### config.mk
export PLATFORM = sky130hd
export DESIGN_NAME = mux8_rr
export DESIGN_NICKNAME = d
export VERILOG_FILES = /design/src/rtl/mux8_rr.sv
export SDC_FILE = /design/constraint.sdc
export NUM_CORES = 1
export LEC_CHECK = 0
export BUFFER_PORTS_ARGS = -buffer_cell sky130_fd_sc_hd__buf_4
export CAP_MARGIN = 20
export CORE_AREA = 4 4 59 88
export CTS_BUF_LIST = sky130_fd_sc_hd__clkbuf_4 sky130_fd_sc_hd__clkbuf_8 sky130_fd_sc_hd__clkbuf_16
export CTS_CLUSTER_DIAMETER = 30
export DETAILED_ROUTE_END_ITERATION = 7
export DIE_AREA = 0 0 63 92
export GPL_TIMING_DRIVEN = 0
export PLACE_DENSITY = 0.88
export SYNTH_ARGS = -nofsm -noshare
export SYNTH_HDL_FRONTEND = slang
export SYNTH_SLANG_ARGS = --single-unit
### constraint.sdc
create_clock -name clk -period 4.5 [get_ports clk]
set_clock_uncertainty 0.15 [all_clocks]
set_input_delay 0.45 -clock clk [delete_from_list [all_inputs] [get_ports clk]]
set_output_delay 0.45 -clock clk [all_outputs]
set_load 0.02 [all_outputs]
### src/rtl/mux8_rr.sv
// Eight-channel round-robin collector: merges valid/ready sources into one
// registered output stream tagged with the winning source index.
module mux8_rr #(
    parameter int unsigned N = 6
) (
    input  logic         clk,
    input  logic         rst,
    input  logic [N-1:0] d0,
    input  logic [N-1:0] d1,
    input  logic [N-1:0] d2,
    input  logic [N-1:0] d3,
    input  logic [N-1:0] d4,
    input  logic [N-1:0] d5,
    input  logic [N-1:0] d6,
    input  logic [N-1:0] d7,
    input  logic [7:0]   v,
    output logic [7:0]   rdy,
    input  logic [7:0]   en,
    output logic [N-1:0] y,
    output logic [2:0]   s,
    output logic         y_valid,
    input  logic         y_ready
);

    localparam int unsigned NCH = 8;
    localparam int unsigned IW  = 3;

    logic [N-1:0]  d_arr [NCH];
    logic [N-1:0]  y_q, y_d;
    logic [IW-1:0] s_q, s_d;
    logic          yv_q, yv_d;
    logic [IW-1:0] ptr_q, ptr_d;
    logic [NCH-1:0] req;
    logic [IW-1:0] grant;
    logic [IW-1:0] idx;
    logic          found;
    logic          free;

    assign d_arr[0] = d0;
    assign d_arr[1] = d1;
    assign d_arr[2] = d2;
    assign d_arr[3] = d3;
    assign d_arr[4] = d4;
    assign d_arr[5] = d5;
    assign d_arr[6] = d6;
    assign d_arr[7] = d7;

    // Priority scan starting at ptr_q, wrapping through the 3-bit index.
    always_comb begin
        req   = v & en;
        grant = '0;
        found = 1'b0;
        idx   = '0;
        for (int k = 0; k < int'(NCH); k++) begin
            idx = ptr_q + IW'(k);
            if (!found && req[idx]) begin
                found = 1'b1;
                grant = idx;
            end
        end
    end

    assign free = !yv_q || y_ready;

    always_comb begin
        rdy = '0;
        if (!rst && free && found) begin
            rdy = NCH'(1) << grant;
        end
    end

    always_comb begin
        y_d   = y_q;
        s_d   = s_q;
        yv_d  = yv_q;
        ptr_d = ptr_q;
        if (free) begin
            if (found) begin
                y_d   = d_arr[grant];
                s_d   = grant;
                yv_d  = 1'b1;
                ptr_d = grant + IW'(1);
            end else begin
                yv_d  = 1'b0;
            end
        end
    end

    always_ff @(posedge clk or posedge rst) begin
        if (rst) begin
            y_q   <= '0;
            s_q   <= '0;
            yv_q  <= 1'b0;
            ptr_q <= '0;
        end else begin
            y_q   <= y_d;
            s_q   <= s_d;
            yv_q  <= yv_d;
            ptr_q <= ptr_d;
        end
    end

    assign y       = y_q;
    assign s       = s_q;
    assign y_valid = yv_q;

endmodule

==> key figures <==
Placement
  • Port Buf Inserts: 84
  • Post-Place Cells: 388
  • Post-DP HPWL: 5.80 mm
  • Pre-CTS setup slack: 230 ps
  • Gpl congestion: 0.934

Clocking
  • Clk pin slew, worst setup/hold paths: 60 ps
  • CTS Sinks: 13
  • Cts bufs inserted: 3
  • Max Root-Sink Buffers: 2
  • H-tree Lvls: 1
  • CTS tree: done
  • # hold bufs at CTS: 0
  • Post-CTS setup buffer count: 0
  • Clock Latency Late Sink: 250 ps
  • Root buffer cell: clkbuf_8

Run
  • Number of max-cap violations: 0

Synth
  • Synthesized net count: 326
  • Seq cells post-synth: 13
  • Netlist cell types: 60
  • Ys async rst share: 100%
  • Sequential area share after synthesis: 15.0%
  • Syn Inst Count: 256
  • Top FF cell, synth: dfrtp_1
  • Syn avg cell area: 8.47 sq um
  • Synth area leader: dfrtp_1
  • Synth top area share: 15.0%
  • EDFF count, synth: 0
  • Synth Cell Area: 2170 sq um
  • Synth Warn #: 0
  • Synth area leaders: dfrtp_1 (15%), mux4_2 (8.3%), a221oi_1 (7.3%)

STA
  • Fin crit share: 95.0%
  • F_max: 0.234 GHz
  • Measured slew at the worst slew-check pin: 566 ps
  • Post-layout minimum cycle time: 4270 ps
  • RSZ-0062 raised after global routing: false
  • Final hold violations: 0
  • Setup WS post-layout: 226 ps
  • Setup TNS: 0 ps
  • Finish-stage setup viols: 0
  • WHS: 85.1 ps
  • Worst rel slew slack: 62.3%
  • Max-slew violation count: 0

Critical path
  • Slowest-stage cell, CP: mux4_2
  • Crit path buffers/inverters: 4
  • Cell family with most CP delay: compound AO/OA/AOI/OAI gates
  • Crit Path Category: register to primary output
  • Crit path cell chain: ha_1, xnor2_1, mux4_2, o21bai_4, o41ai_2, o2bb2ai_1, a211oi_1, buf_6, buf_6, inv_1, ha_1, and3_1, buf_4
  • Slowest stage delay, CP: 640 ps
  • Startpoint Class: register
  • Critical path required time: 3900 ps
  • Largest fanout on the critical path: 10
  • Critical Path AT: 3670 ps
  • Crit end category: primary output

Global routing
  • Grt ovf: 0
  • Largest net degree at the start of global routing: 16
  • Tot GR Track Use: 24.7%
  • Number of global-route vias before repair: 2536
  • Initial antenna violation count: 0
  • First-pass GRT wire length: 11.7 mm

Drt
  • Via-to-Cell Ratio: 6.58
  • Drt first pass iters: 5
  • Routed wire length: 7.11 mm
  • Vias: 2572
  • Detail Route Antenna Nets: 0
  • Initial DRC count: 157
  • WL/cell: 18.2 um
  • DRC violations left: 0

Cells and area
  • Commonest non-fill, non-tap cells in the layout: buf_4 (85), nor2_1 (22), nand2_1 (20)
  • Commonest non-fill, non-tap cell in the layout: buf_4
  • Area delta synth->final: 34.1%
  • Number of antenna diodes: 0
  • Count of non-filler cells in the finished layout: 391
  • Nets@finish: 414
  • Layout cells sized above 1: 39.1%

Floorplanning
  • Chip height: 92 um
  • # rows: 30
  • Die ar.: 5800 sq um
  • Horiz. Die Dim: 63 um
  • Initial cell density of the core: 48.5%
  • Core ar.: 4470 sq um
  • Ports: 85

Min path
  • HP Class: primary input to asynchronous set/reset pin

Outcome
  • Status: complete, no violations
-- kinds of logic (layout without fill, tap and decap cells) --
family | after synthesis | in the layout | share of synthesized area [%]
AOI/OAI and AO/OA | 91 | 91 | 36.5
xor gates and xnor gates | 5 | 5 | 2.02
adders and majority gates | 3 | 3 | 1.73
buffers and inverters | 39 | 126 | 9.46
DFF | 13 | 13 | 15.0
muxes | 24 | 24 | 16.8
and+or+nand+nor | 81 | 81 | 18.5
-- metal layers --
layer  vias up  routed length, um  global-route usage (%)
li1       1193                  -                       -
met1      1209               2570                    25.9
met2       136               3760                    46.3
met3        34                474                    3.80
met4         0                303                    13.3
met5         -                  0                       0
-- cells in the mapped netlist (4+ instances only) --
| library cell | number |
|---|---|
| a2111oi_0 | 12 |
| a2111oi_1 | 6 |
| a21oi_1 | 7 |
| a221oi_1 | 18 |
| and3_1 | 10 |
| buf_2 | 8 |
| buf_6 | 6 |
| dfrtp_1 | 13 |
| inv_1 | 17 |
| mux2i_1 | 12 |
| mux4_2 | 8 |
| nand2_1 | 20 |
| nand3_1 | 9 |
| nor2_1 | 23 |
| nor3_1 | 5 |
| o211a_1 | 8 |
| o211ai_1 | 4 |
| o21a_1 | 4 |
| o21ai_0 | 5 |
-- registers in the layout (all words and copies together), names as in the netlist --
name,flops
y,6
s,3
ptr_q,3
y_valid,1
-- repair_timing --
action                                  CTS  global route
endpoints found under the setup margin    1             3
gates resized for setup                   1             2
endpoints found under the hold margin     0             0
-- per-stage QoR --
stage               util (%)  area, sq um
finish                  65.1         2910
global route            65.1         2910
CTS                     65.1         2910
detailed placement      64.0         2860
global placement        64.0         2860
floorplan                  -         2170
-- final cells by class --
| type | count | area (sq um) |
|---|---|---|
| multi-input cells | 204 | 1640 |
| fillers | 396 | 1560 |
| repair buffers | 84 | 631 |
| flip-flops and latches | 13 | 325 |
| plain buffers | 19 | 131 |
| inverters | 19 | 71.3 |
| well taps | 48 | 60.1 |
| clock buffers | 3 | 41.3 |
| clock inverters | 1 | 5.00 |
-- final timing paths --
| path | end | slack (ps) | cells past startpoint | start |
|---|---|---|---|---|
| max | rdy[7] | 230 | 13 | ptr_q[0] |
| min | s[1] | 90 | 2 | rst |
| max reg2reg | y[4] | 610 | 12 | ptr_q[1] |
| min reg2reg | s[0] | 340 | 1 | s[0] |
| max in group asynchronous | y[2] | 3760 | 2 | rst |
| min in group clk | s[0] | 340 | 1 | s[0] |
Power is left out: the tool's default activity adds up to more than one toggle a clock period on the data nets, which glitch-free logic cannot reach.
